<file path="src/rtl/babbage_pkg.sv">
// Shared definitions for the babbage arbiter and its difference engine.
//   N_W   : width of the job argument n
//   F_W   : width of f(n) = n^3 + 2n^2 + 2n + 1 (f(63) = 258112 < 2^18)
//   CNT_W : width of the completed-response counter
package babbage_pkg;

    localparam int N_W   = 6;
    localparam int F_W   = 18;
    localparam int CNT_W = 16;

    typedef enum logic [1:0] {
        ST_IDLE,
        ST_LAUNCH,
        ST_WAIT,
        ST_RESP
    } arb_state_t;

    typedef enum logic [1:0] {
        ENG_IDLE,
        ENG_STEP,
        ENG_DONE
    } eng_state_t;

endpackage

</file>
<file path="src/rtl/babbage_diff.sv">
// Difference-method engine for f(n) = n^3 + 2n^2 + 2n + 1.
// Starting from f(0) = 1 and the forward differences at k = 0
// (d1 = 5, d2 = 10, d3 = 6), each STEP cycle advances k by one using adds only.
// Ports:
//   clk, rst_n  : clock, asynchronous active-low reset
//   start       : accepted only while ready is high
//   i           : argument n, sampled on the start cycle
//   ans         : f(i), valid while done_tick is high
//   ready       : engine idle, can take a start
//   done_tick   : one-cycle completion strobe, n+2 cycles after the start cycle
module babbage_diff
    import babbage_pkg::*;
(
    input  logic           clk,
    input  logic           rst_n,
    input  logic           start,
    input  logic [N_W-1:0] i,
    output logic [F_W-1:0] ans,
    output logic           ready,
    output logic           done_tick
);

    localparam logic [F_W-1:0] F_INIT  = F_W'(1);
    localparam logic [F_W-1:0] D1_INIT = F_W'(5);
    localparam logic [F_W-1:0] D2_INIT = F_W'(10);
    localparam logic [F_W-1:0] D3      = F_W'(6);

    eng_state_t     state, state_next;
    logic [N_W-1:0] cnt_q;
    logic [F_W-1:0] f_q, d1_q, d2_q;

    always_comb begin
        state_next = state;
        case (state)
            ENG_IDLE: if (start) state_next = ENG_STEP;
            // cnt_q counts remaining steps; the zero check costs one extra
            // cycle, which gives the fixed n+2 start-to-done latency.
            ENG_STEP: if (cnt_q == '0) state_next = ENG_DONE;
            ENG_DONE: state_next = ENG_IDLE;
            default:  state_next = ENG_IDLE;
        endcase
    end

    always_ff @(posedge clk or negedge rst_n) begin
        if (!rst_n) begin
            state <= ENG_IDLE;
            cnt_q <= '0;
            f_q   <= '0;
            d1_q  <= '0;
            d2_q  <= '0;
        end else begin
            state <= state_next;
            if (state == ENG_IDLE && start) begin
                cnt_q <= i;
                f_q   <= F_INIT;
                d1_q  <= D1_INIT;
                d2_q  <= D2_INIT;
            end else if (state == ENG_STEP && cnt_q != '0) begin
                cnt_q <= cnt_q - 1'b1;
                f_q   <= f_q + d1_q;
                d1_q  <= d1_q + d2_q;
                d2_q  <= d2_q + D3;
            end
        end
    end

    assign ans       = f_q;
    assign ready     = (state == ENG_IDLE);
    assign done_tick = (state == ENG_DONE);

endmodule

</file>
<file path="src/rtl/babbage_arb.sv">
// Two-requester round-robin front end for the babbage_diff engine.
// Ports:
//   clk, rst_n             : clock, asynchronous active-low reset
//   reqX_valid / reqX_n    : requester X job request and argument
//   reqX_ready             : one-cycle accept strobe for requester X
//   rsp_valid / rsp_id     : result pending, and which requester owns it
//   rsp_data               : f(n) for the accepted job
//   rsp_ready              : consumer accepts the result
//   busy                   : a job is in flight (any state but IDLE)
//   job_cnt                : completed responses, saturating at all-ones
module babbage_arb
    import babbage_pkg::*;
(
    input  logic             clk,
    input  logic             rst_n,
    input  logic             req0_valid,
    input  logic [N_W-1:0]   req0_n,
    output logic             req0_ready,
    input  logic             req1_valid,
    input  logic [N_W-1:0]   req1_n,
    output logic             req1_ready,
    output logic             rsp_valid,
    output logic             rsp_id,
    output logic [F_W-1:0]   rsp_data,
    input  logic             rsp_ready,
    output logic             busy,
    output logic [CNT_W-1:0] job_cnt
);

    arb_state_t     state, state_next;
    logic           rr;
    logic [N_W-1:0] n_q;
    logic           id_q;

    logic           accept;
    logic           grant_id;
    logic [N_W-1:0] grant_n;
    logic           eng_start;
    logic [F_W-1:0] eng_ans;
    logic           eng_ready;
    logic           eng_done;

    babbage_diff u_engine (
        .clk       (clk),
        .rst_n     (rst_n),
        .start     (eng_start),
        .i         (n_q),
        .ans       (eng_ans),
        .ready     (eng_ready),
        .done_tick (eng_done)
    );

    always_comb begin
        // rr only matters under contention; a lone requester always wins.
        if (req0_valid && req1_valid) grant_id = rr;
        else                          grant_id = req1_valid;
        grant_n    = grant_id ? req1_n : req0_n;
        state_next = state;
        accept     = 1'b0;
        eng_start  = 1'b0;
        case (state)
            ST_IDLE: begin
                if (req0_valid || req1_valid) begin
                    accept     = 1'b1;
                    state_next = ST_LAUNCH;
                end
            end
            ST_LAUNCH: begin
                eng_start = 1'b1;
                if (eng_ready) state_next = ST_WAIT;
            end
            ST_WAIT:   if (eng_done)  state_next = ST_RESP;
            ST_RESP:   if (rsp_ready) state_next = ST_IDLE;
            default:   state_next = ST_IDLE;
        endcase
    end

    always_ff @(posedge clk or negedge rst_n) begin
        if (!rst_n) begin
            state    <= ST_IDLE;
            rr       <= 1'b0;
            n_q      <= '0;
            id_q     <= 1'b0;
            rsp_data <= '0;
            job_cnt  <= '0;
        end else begin
            state <= state_next;
            if (accept) begin
                n_q  <= grant_n;
                id_q <= grant_id;
            end
            if (state == ST_WAIT && eng_done)
                rsp_data <= eng_ans;
            if (state == ST_RESP && rsp_ready) begin
                if (job_cnt != '1) job_cnt <= job_cnt + 1'b1;
                rr <= ~id_q;
            end
        end
    end

    // State is already IDLE during reset, so the readys are gated by rst_n
    // to keep a held-high valid from pulsing an accept while reset is low.
    assign req0_ready = rst_n & accept & ~grant_id;
    assign req1_ready = rst_n & accept &  grant_id;
    assign rsp_valid  = (state == ST_RESP);
    assign rsp_id     = id_q;
    assign busy       = (state != ST_IDLE);

endmodule

</file>
<file path="config.mk">
export PLATFORM = sky130hd
export DESIGN_NAME = babbage_arb
export DESIGN_NICKNAME = d
export VERILOG_FILES = /design/src/rtl/babbage_pkg.sv /design/src/rtl/babbage_diff.sv /design/src/rtl/babbage_arb.sv
export SDC_FILE = /design/constraint.sdc
export NUM_CORES = 1
export LEC_CHECK = 0
export CAP_MARGIN = 10
export CORE_UTILIZATION = 46
export DETAILED_ROUTE_END_ITERATION = 16
export PLACE_DENSITY_LB_ADDON = 0.15
export SLEW_MARGIN = 0
export SYNTH_ARGS = -nofsm -noshare
export SYNTH_HDL_FRONTEND = slang
export SYNTH_SLANG_ARGS = --single-unit
</file>
<file path="constraint.sdc">
create_clock -name clk -period 6.2 [get_ports clk]
set_input_delay 1.24 -clock clk [delete_from_list [all_inputs] [get_ports clk]]
set_output_delay 1.24 -clock clk [all_outputs]
set_load 0.1 [all_outputs]
</file>
=== Word-level counts from Yosys, hierarchy flattened ===
Cells that the tools add are included.
W data, S select, Z words.

* Register bits after elaboration: 106
* Bits in latches: 0
* Bits in writable memories: 0
* Memory bits (read-only): 0
* Bits of input ports: 17
* Output and inout port bits: 39
* Word-level logic and storage cells: 69
* Memories: 0

* Add/subtract/negate cells: 5
* $mul: 0
* Divide/modulo/power cells: 0
* Magnitude comparators: 0
* Equality and inequality tests: 12
* Shift-type cells: 0
* Muxes and demuxes: 21
* Bitwise gates (word level): 5
* Reduce and logical (&&, ||, !) cells: 15

{| class="wikitable"
|+ Operator list
! operator !! number
|-
| $mux W18 || 6
|-
| $add A18 B18 Y18 || 2
|-
| $add A18 B3 Y18 const B || 1
|-
| $mux W6 || 3
|-
| $add A16 B1 Y16 const B || 1
|-
| $ne A16 B16 Y1 const B || 1
|-
| $mux W2 || 6
|-
| $pmux W2 S4 || 1
|-
| $eq A2 B2 Y1 const B || 3
|-
| $logic_not A6 Y1 || 1
|-
| $ne A2 B1 Y1 const B || 3
|-
| $ne A2 B2 Y1 const B || 3
|-
| $reduce_bool A6 Y1 || 1
|-
| $sub A6 B1 Y6 const B || 1
|-
| $logic_and A1 B1 Y1 || 5
|-
| $eq A2 B1 Y1 const B || 2
|-
| $logic_not A2 Y1 || 2
|-
| $mux W1 || 4
|-
| $pmux W2 S2 || 1
|-
| $reduce_and A2 Y1 || 2
|-
| $reduce_and A4 Y1 || 1
|-
| $reduce_bool A2 Y1 || 2
|-
| $and A1 B1 Y1 || 3
|-
| $not A1 Y1 || 2
|-
| $logic_or A1 B1 Y1 || 1
|}

=== Longest topological paths before layout ===
Gate-level depths: netlist (run 1).

* Depth after elaboration: 5
* Depth in mapped cells: 8
* Gate-level depth less buffers: 8

=== Cells and area by module ===
Synthesis (run 1) repeated with hierarchy kept, for this count alone.

* Cell total of the unflattened synthesis: 635
* Area total of the unflattened synthesis: 6122.1 µm²

{| class="wikitable"
|+ Modules (own cells, without submodules)
! module !! times used !! cells an instance !! area an instance (µm²)
|-
| babbage_diff || 1 || 465 || 4097.7
|-
| babbage_arb || 1 || 170 || 2024.4
|}

=== Worst setup path before layout (run 1) ===
No wires, ideal clock.

* Kind: input port to output port
* From: input port req0_valid
* To: output port req0_ready
* Arrival: 4.130 ns
* Required time: 4.960 ns
* Path slack: 0.830 ns
* Cell stages on the path: 4
* Cells stage by stage: inv_1 > o21ai_1 > inv_1 > nor3b_1

* Word-level cells in the longest chain between the ends: 5
* Elaborated cells on any way between the ends: 8
* Those cells by class: 3 x mux; 3 x bitwise; 2 x reduce/logical

{| class="wikitable"
|+ Ends and longest elaborated chain
! item !! line !! text
|-
| from (decl) || babbage_arb.sv:16 || <nowiki>input logic req0_valid,</nowiki>
|-
| $logic_or A1 B1 Y1 || babbage_arb.sv:63 || <nowiki>if (req0_valid || req1_valid) begin</nowiki>
|-
| $mux W1 || babbage_arb.sv:63 ||
|-
| $mux W1 || babbage_arb.sv:61 || <nowiki>case (state)</nowiki>
|-
| $and A1 B1 Y1 || babbage_arb.sv:103 || <nowiki>assign req0_ready = rst_n & accept & ~grant_id;</nowiki>
|-
| $and A1 B1 Y1 (*) || babbage_arb.sv:103 ||
|-
| to (decl) || babbage_arb.sv:18 || <nowiki>output logic req0_ready,</nowiki>
|}

Every way passes the cells marked *; elsewhere a longest branch is shown, timed or not.

=== Worst setup path after layout (run 1) ===
* From: input port req0_valid
* To: output port req1_ready

* Word-level cells in the longest chain between the ends: 5
* Elaborated cells on any way between the ends: 7
* Those cells by class: 3 x mux; 2 x bitwise; 2 x reduce/logical

{| class="wikitable"
|+ Ends and longest elaborated chain
! item !! line !! text
|-
| $logic_or A1 B1 Y1 || babbage_arb.sv:63 ||
|-
| $mux W1 || babbage_arb.sv:63 ||
|-
| $mux W1 || babbage_arb.sv:61 ||
|-
| $and A1 B1 Y1 || babbage_arb.sv:104 || <nowiki>assign req1_ready = rst_n & accept & grant_id;</nowiki>
|-
| $and A1 B1 Y1 (*) || babbage_arb.sv:104 ||
|-
| to (decl) || babbage_arb.sv:21 || <nowiki>output logic req1_ready,</nowiki>
|}

Marked as above.

==> results of run 1 <==
-- placed cells by master (no fill, tap or decap), drive strengths merged, types with 7 or more instances in the layout --
cell type	count
a211oi	13
a21o	11
a21oi	40
and3	13
buf	8
clkbuf	14
clkdlybuf4s50	53
dfrtp	105
ha	43
inv	20
mux2	21
mux2i	7
nand2	56
nand3	36
nand4	11
nor2	36
nor3	15
o21ai	60
or3	7
xnor2	20
xor2	26
-- metrics by stage --
| stage | cells | util [%] | setup slack, ps |
|---|---|---|---|
| floorplan | 639 | - | 830 |
| global placement | 855 | 52.3 | 1300 |
| detailed placement | 855 | 52.3 | 1190 |
| CTS | 870 | 54.5 | 1190 |
| global route | 870 | 54.5 | 1040 |
| finish | 870 | 54.5 | 1180 |
-- final cells by class --
cell class	instances	area, um2
fill	1180	6000
clock inverter	1	8.76
sequential	105	2630
tap	176	220
clock buffer	14	274
timing repair buffer	61	591
multi-input combinational	494	3390
inverter	19	71.3
-- power by group --
| part | internal, mW | switching, mW | leakage (nW) |
|---|---|---|---|
| clock network | 0.305 | 0.247 | 0.139 |
| registers | 0.852 | 0.144 | 1.38 |
| logic | 0.532 | 1.06 | 1.75 |
-- logic make-up (layout without fill, tap and decap cells) --
kind of cell             Yosys count  after routing  synth area share [%]
XOR/XNOR                          46             46                  6.51
adder cells (fa/ha/maj)           44             44                  9.02
multiplexers                      28             28                  4.95
buffers and inverters             40             95                  2.69
flip-flops                       105            105                  42.5
AND/OR/NAND/NOR                  203            203                  16.4
AO/OA/AOI/OAI                    173            173                  18.0
-- cell usage after synthesis (2+ instances only) --
| cell type | number |
|---|---|
| a311oi_1 | 2 |
| o311ai_0 | 2 |
| a21o_1 | 11 |
| and2_1 | 5 |
| a31oi_1 | 4 |
| or3_1 | 7 |
| mux2_2 | 21 |
| o31ai_1 | 5 |
| and3_1 | 13 |
| a31o_2 | 2 |
| or4_1 | 2 |
| a211oi_1 | 12 |
| o21ai_1 | 2 |
| nor2_1 | 36 |
| o21ai_0 | 57 |
| a2111oi_0 | 2 |
| nor3b_1 | 3 |
| a21oi_1 | 40 |
| ha_1 | 43 |
| buf_2 | 7 |
| xnor2_1 | 20 |
| nor3_1 | 15 |
| nand2_1 | 56 |
| xor2_1 | 26 |
| o21a_1 | 5 |
| mux2i_1 | 7 |
| clkbuf_1 | 12 |
| o211ai_1 | 4 |
| dfrtp_1 | 105 |
| o21bai_1 | 3 |
| nor2b_1 | 2 |
| a221o_1 | 3 |
| nand2b_1 | 5 |
| nand3_1 | 36 |
| nand4_1 | 11 |
| inv_1 | 19 |
| and4_1 | 4 |
| a211o_1 | 2 |
-- flip-flops by register name (all words and copies together), names as in the netlist --
signal,cells
u_engine.state,2
n_q,6
rsp_id,1
state,2
u_engine.d2_q,17
u_engine.d1_q,18
rsp_data,18
u_engine.cnt_q,6
job_cnt,16
u_engine.ans,18
rr,1
-- final timing paths --
| kind | from | endpoint | cells after the start |
|---|---|---|---|
| setup reg to reg | u_engine.ans[0] | u_engine.ans[16] | 8 |
| min in group asynchronous | rst_n | rsp_data[1] | 1 |
| hold / removal | u_engine.d1_q[0] | u_engine.d1_q[0] | 1 |
| setup / recovery | req0_valid | req1_ready | 6 |
| max in group asynchronous | rst_n | u_engine.d2_q[14] | 2 |
| hold reg to reg | u_engine.d1_q[0] | u_engine.d1_q[0] | 1 |
-- metal layers --
| layer | vias to the layer above | routed length (um) |
|---|---|---|
| li1 | 2449 | - |
| met1 | 2324 | 6390 |
| met2 | 92 | 6130 |
| met3 | 10 | 514 |
| met4 | 0 | 181 |
| met5 | - | 0 |
-- worst max-delay path, cell delays in order --
cell and delay, ps:
clkdlybuf4s50_1 510, inv_1 50, o21ai_1 660, inv_1 130, and3_1 210, clkdlybuf4s50_1 970
==> results.py, run 1 <==
metrics = {
    "run_status": {
        "outcome": "complete, no violations",
    },
    "power": {
        "ir_drop_v": 0.000297,
        "powerDensity_mw_per_mm2": 436,
        "leakagePower_nw": 3.27,
        "finalPower_mw": 3.14,
    },
    "yosys": {
        "async_flop_share_pct": 100,
        "syn_nets": 700,
        "ys_seq_elements": 105,
        "synth-edff-count": 0,
        "syn-instance-count": 639,
        "synth_flop_cell": "dfrtp_1",
        "synth_top_cell_area_share_pct": 42.5,
        "synth.distinct_cells": 66,
        "synth_area_mm2": 0.00619,
        "synth_area_leaders": "dfrtp_1 (42%), ha_1 (8.7%), o21ai_0 (4.6%)",
        "syn_avg_cell_area_um2": 9.68,
        "synth_warnings": 0,
        "synth_seq_area_share_pct": 42.5,
        "yosysTopAreaCell": "dfrtp_1",
    },
    "setup_path": {
        "critical_path_class": "input port to primary output",
        "critPathLaunchType": "input port",
        "r2r_setup_slack_ps": 3620,
        "crit_required_ps": 4960,
        "worstPathMaxFanout": 8,
        "crit_path_end_kind": "primary output",
        "worstPathArrival_ps": 3780,
    },
    "cts": {
        "cts_root_buf": "clkbuf_16",
        "cts_sinks": 105,
        "cts_made_buffers": 9,
        "cts.htree.levels": 3,
        "clk_latency_ps": 360,
        "cts_tree": "built",
        "cts_setup_buffers": 0,
        "postCtsResizedCells": 0,
        "cts.reportedPaths.clkPinSlew_ps": 60,
        "postCtsHoldBufs": 0,
        "clk_path_buf_depth": 2,
    },
    "route": {
        "wl_per_cell_um": 15.2,
        "first_pass_iters": 5,
        "vias": 4875,
        "routed_wl_um": 13200,
        "drc": 0,
        "drtIter0Drc": 277,
        "vias_per_cell": 5.60,
        "detail-route-antenna-nets": 0,
    },
    "floorplan": {
        "pin_count": 56,
        "die_y_um": 118,
        "placementRows": 42,
        "fp.coreArea_mm2": 0.0132,
        "initial_utilization_pct": 46.9,
        "die-area_mm2": 0.0139,
        "die-width_um": 118,
    },
    "global_routing": {
        "met2_usage_pct": 32.9,
        "grt_pass1_vias": 4812,
        "grt-busiest-layer": "met2",
        "met1_usage_pct": 28.1,
        "track_usage_pct": 20.6,
        "grt-ovfl-total": 0,
        "antenna_found_initial": 0,
        "use_met3_pct": 3.10,
        "grt_pass1_wl_um": 23100,
        "grt_max_degree": 77,
    },
    "finish": {
        "finalInstanceArea_mm2": 0.00719,
        "layout-drive-gt1-share_pct": 7.78,
        "nets": 751,
        "flow.area_growth_from_synthesis_pct": 16.1,
        "num_antenna_cells": 0,
    },
    "timing": {
        "min_period_ps": 5020,
        "clock_skew_ps": 7.05,
        "fmax_ghz": 0.199,
        "slew_headroom_pct": 30.9,
        "slew_viol_final": 0,
        "period_share_pct": 81.0,
        "worst_pin_slew_ps": 1030,
        "finalHoldViolCount": 0,
        "setup_viol": 0,
        "setup_tns_ps": 0,
        "holdWs_ps": 480,
        "rsz0062_at_grt": "false",
    },
    "placement": {
        "dpl.hpwl_um": 9430,
        "placed_area_mm2": 0.00690,
        "port_buffers": 55,
        "gp_congestion": 0.835,
    },
    "min_path": {
        "min_path_type": "flip-flop to flip-flop",
    },
    "flow_run": {
        "maxCapViolations": 0,
    },
}
Power figures use the tool's default switching activity.
==> run 2, diff against run 1 <==
==> constraint.sdc (replaced) <==
create_clock -name clk -period 4.7 [get_ports clk]
set_input_delay 0.94 -clock clk [delete_from_list [all_inputs] [get_ports clk]]
set_output_delay 0.94 -clock clk [all_outputs]
set_load 0.1 [all_outputs]
==> results.py, run 2 (same netlist as run 1, synthesis figures left out) <==
metrics = {
    "floorplan": {
        "die-width_um": 118,
        "die-area_mm2": 0.0139,
        "pin_count": 56,
        "fp.coreArea_mm2": 0.0132,
        "die_y_um": 118,
        "placementRows": 42,
        "initial_utilization_pct": 46.9,
    },
    "power": {
        "ir_drop_v": 0.000523,
        "powerDensity_mw_per_mm2": 574,
        "finalPower_mw": 4.12,
        "leakagePower_nw": 3.28,
    },
    "cts": {
        "cts.reportedPaths.clkPinSlew_ps": 70,
        "cts_root_buf": "clkbuf_16",
        "cts.htree.levels": 3,
        "clk_path_buf_depth": 2,
        "postCtsHoldBufs": 0,
        "cts_setup_buffers": 0,
        "cts_sinks": 105,
        "clk_latency_ps": 350,
        "cts_made_buffers": 9,
        "postCtsResizedCells": 0,
        "cts_tree": "built",
    },
    "timing": {
        "clock_skew_ps": 7.51,
        "setup_viol": 0,
        "period_share_pct": 70.3,
        "fmax_ghz": 0.303,
        "slew_headroom_pct": 33.9,
        "worst_pin_slew_ps": 988,
        "setup_tns_ps": 0,
        "slew_viol_final": 0,
        "min_period_ps": 3310,
        "finalHoldViolCount": 0,
        "holdWs_ps": 481,
        "rsz0062_at_grt": "false",
    },
    "route": {
        "routed_wl_um": 13400,
        "detail-route-antenna-nets": 0,
        "first_pass_iters": 5,
        "drc": 0,
        "wl_per_cell_um": 15.3,
        "vias_per_cell": 5.65,
        "drtIter0Drc": 296,
        "vias": 4925,
    },
    "setup_path": {
        "worstPathMaxFanout": 8,
        "critPathLaunchType": "input port",
        "crit_required_ps": 3760,
        "crit_path_end_kind": "primary output",
        "worstPathArrival_ps": 2370,
        "critical_path_class": "input port to primary output",
    },
    "global_routing": {
        "track_usage_pct": 20.9,
        "grt_pass1_vias": 5014,
        "grt_max_degree": 66,
        "antenna_found_initial": 0,
        "grt-ovfl-total": 0,
        "grt_pass1_wl_um": 23500,
    },
    "finish": {
        "finalInstanceArea_mm2": 0.00719,
        "final_common_cell": "dfrtp_1",
        "layout-drive-gt1-share_pct": 8.48,
        "final_cell_mix": "dfrtp_1 (105), o21ai_0 (57), nand2_1 (56), clkdlybuf4s50_1 (52), ha_1 (43)",
        "fillers": 1189,
        "flow.area_growth_from_synthesis_pct": 16.2,
        "num_antenna_cells": 0,
        "nets": 752,
    },
    "run_status": {
        "outcome": "complete, no violations",
    },
    "min_path": {
        "min_path_type": "flip-flop to flip-flop",
    },
    "placement": {
        "placed_area_mm2": 0.00691,
        "dpl.hpwl_um": 9710,
        "port_buffers": 55,
        "gp_congestion": 0.873,
    },
    "flow_run": {
        "maxCapViolations": 0,
    },
}
==> run 2: cell type report <==
cell class / instances / area, um2 / area share, %
sequential: 105 / 2630 / 36.6
tap: 176 / 220 / 3.06
inverter: 19 / 71.3 / 0.992
timing repair buffer: 62 / 596 / 8.29
clock inverter: 5 / 31.3 / 0.435
clock buffer: 11 / 243 / 3.38
multi-input combinational: 494 / 3400 / 47.3
==> run 2: path summary, 6_finish.rpt <==
kind	start	depth (start not counted)	slack (ps)	to
setup / recovery	req0_valid	7	1390	req0_ready
hold / removal	u_engine.d1_q[0]	1	480	u_engine.d1_q[0]
setup reg to reg	u_engine.ans[0]	8	2070	u_engine.ans[16]
hold reg to reg	u_engine.d1_q[0]	1	480	u_engine.d1_q[0]
max in group asynchronous	rst_n	2	2910	u_engine.d2_q[14]
min in group asynchronous	rst_n	1	570	u_engine.ans[2]
==> run 2: critical path, cell delays in order <==
cell,delay (ps)
clkdlybuf4s50_1,510
inv_1,60
o21ai_1,120
buf_4,190
inv_1,70
nor3b_2,170
buf_4,310
==> run 2: per-stage QoR <==
stage / utilization [%] / setup slack [ps] / std cells
floorplan: - / 902 / 639
global placement: 52.4 / 1440 / 856
detailed placement: 52.4 / 1400 / 856
CTS: 54.5 / 1400 / 872
global route: 54.5 / 1320 / 872
finish: 54.5 / 1390 / 872
==> run 2: metal layers <==
layer  wire length (um)  share of wire [%]  vias up  track usage, %
met2               6230                 47       90            34.0
li1                   -                  -     2450               -
met1               6510                 49     2370            28.2
met3                401                3.0       15            2.86
met5                  0                  0        -               0
met4                223                1.7        0            8.17
==> run 2: report_power, final <==
part	total [mW]	leakage, nW	internal [mW]	switching [mW]
Sequential	1.32	1.38	1.12	0.200
Clock	0.703	0.135	0.372	0.331
Combinational	2.10	1.76	0.706	1.39
==> run 3, diff against run 2 <==
==> constraint.sdc (replaced) <==
create_clock -name clk -period 3.3 [get_ports clk]
set_input_delay 0.66 -clock clk [delete_from_list [all_inputs] [get_ports clk]]
set_output_delay 0.66 -clock clk [all_outputs]
set_load 0.1 [all_outputs]
==> results.py, run 3 (same netlist as run 1, synthesis figures left out) <==
metrics = {
    "setup_path": {
        "critical_path_class": "input port to primary output",
        "crit_required_ps": 2640,
        "worstPathArrival_ps": 1920,
        "critPathLaunchType": "input port",
        "worstPathMaxFanout": 3,
        "crit_path_end_kind": "primary output",
    },
    "route": {
        "first_pass_iters": 4,
        "wl_per_cell_um": 15.2,
        "routed_wl_um": 13300,
        "detail-route-antenna-nets": 0,
        "drtIter0Drc": 279,
        "vias_per_cell": 5.63,
        "drc": 0,
        "vias": 4920,
    },
    "floorplan": {
        "placementRows": 42,
        "fp.coreArea_mm2": 0.0132,
        "die-width_um": 118,
        "die-area_mm2": 0.0139,
        "initial_utilization_pct": 46.9,
        "die_y_um": 118,
        "pin_count": 56,
    },
    "timing": {
        "period_share_pct": 78.2,
        "slew_viol_final": 0,
        "setup_tns_ps": 0,
        "fmax_ghz": 0.387,
        "min_period_ps": 2580,
        "finalHoldViolCount": 0,
        "worst_pin_slew_ps": 916,
        "clock_skew_ps": 9.27,
        "worst_slack_ps": 718,
        "setup_viol": 0,
        "rsz0062_at_grt": "false",
        "slew_headroom_pct": 38.7,
    },
    "cts": {
        "clk_path_buf_depth": 2,
        "cts_made_buffers": 9,
        "cts.reportedPaths.clkPinSlew_ps": 60,
        "clk_latency_ps": 350,
        "postCtsResizedCells": 0,
        "cts.htree.levels": 3,
        "cts_root_buf": "clkbuf_16",
        "postCtsHoldBufs": 0,
        "cts_sinks": 105,
        "cts_setup_buffers": 0,
        "cts_tree": "built",
    },
    "power": {
        "ir_drop_v": 0.000618,
        "leakagePower_nw": 3.39,
        "powerDensity_mw_per_mm2": 846,
        "finalPower_mw": 6.10,
    },
    "finish": {
        "layout-drive-gt1-share_pct": 14.0,
        "final_core_util_pct": 54.7,
        "flow.area_growth_from_synthesis_pct": 16.5,
        "final_cell_mix": "dfrtp_1 (105), o21ai_0 (57), nand2_1 (56), buf_4 (48), ha_1 (43)",
        "nets": 755,
        "num_antenna_cells": 0,
        "final_common_cell": "dfrtp_1",
    },
    "placement": {
        "gp_congestion": 0.857,
        "dp_slack_ps": 728,
        "dpl.hpwl_um": 9890,
        "port_buffers": 55,
    },
    "global_routing": {
        "antenna_found_initial": 0,
        "grt-ovfl-total": 0,
        "grt_pass1_wl_um": 23100,
        "grt_pass1_vias": 4810,
        "track_usage_pct": 20.6,
        "grt_max_degree": 67,
    },
    "run_status": {
        "outcome": "complete, no violations",
    },
    "flow_run": {
        "maxCapViolations": 0,
    },
    "min_path": {
        "min_path_type": "input port to asynchronous set/reset pin",
    },
}
==> run 3: changes by cell type in the layout (fill, tap and decap cells not counted) <==
cell | before | now
clkinv_4 | 1 | 0
clkinvlp_4 | 1 | 0
buf_4 | 10 | 48
bufinv_16 | 0 | 3
inv_6 | 0 | 1
buf_12 | 0 | 2
clkinv_2 | 3 | 0
clkdlybuf4s50_1 | 52 | 15
==> run 3: layer usage <==
layer	global-route usage, %	wire length [um]	part of all wire (%)	up-vias
li1	-	-	-	2466
met1	27.9	6580	50	2351
met2	33.4	6070	46	90
met3	2.66	417	3.1	13
met4	8.01	194	1.5	0
met5	0	0	0	-
==> run 3: layout make-up <==
cell class / count / area [um2]
clock buffers: 11 / 243
clock inverters: 4 / 98.8
fillers: 1175 / 5980
inverters: 19 / 71.3
multi-input cells: 494 / 3400
flip-flops and latches: 105 / 2630
well taps: 176 / 220
repair buffers: 65 / 551
==> run 3: worst max-delay path, stage by stage <==
cell             delay [ps]
clkdlybuf4s50_1         490
inv_1                    50
o21ai_1                 170
inv_1                    80
nor3b_2                 250
buf_12                  210
==> run 3: where the power goes <==
group	leakage, nW	switching (mW)	internal [mW]
sequential	1.38	0.277	1.60
clock	0.166	0.468	0.761
combinational	1.84	1.99	1.01
==> run 3: path summary, 6_finish.rpt <==
check / from / end / slack [ps] / depth (start not counted)
max in group asynchronous: rst_n / rsp_data[14] / 1720 / 3
hold / removal: rst_n / rsp_id / 120 / 1
setup reg to reg: state[1] / u_engine.cnt_q[3] / 840 / 8
min in group clk: u_engine.d1_q[0] / u_engine.d1_q[0] / 480 / 1
setup / recovery: req0_valid / req0_ready / 720 / 6
hold reg to reg: u_engine.d1_q[0] / u_engine.d1_q[0] / 480 / 1
==> run 3: through the flow <==
step	area, um2	instances	hold slack, ps
after floorplan	6190	639	364
after global placement	6870	859	460
after detailed placement	6870	859	461
after CTS	7210	874	108
after global routing	7210	874	112
final	7210	874	117
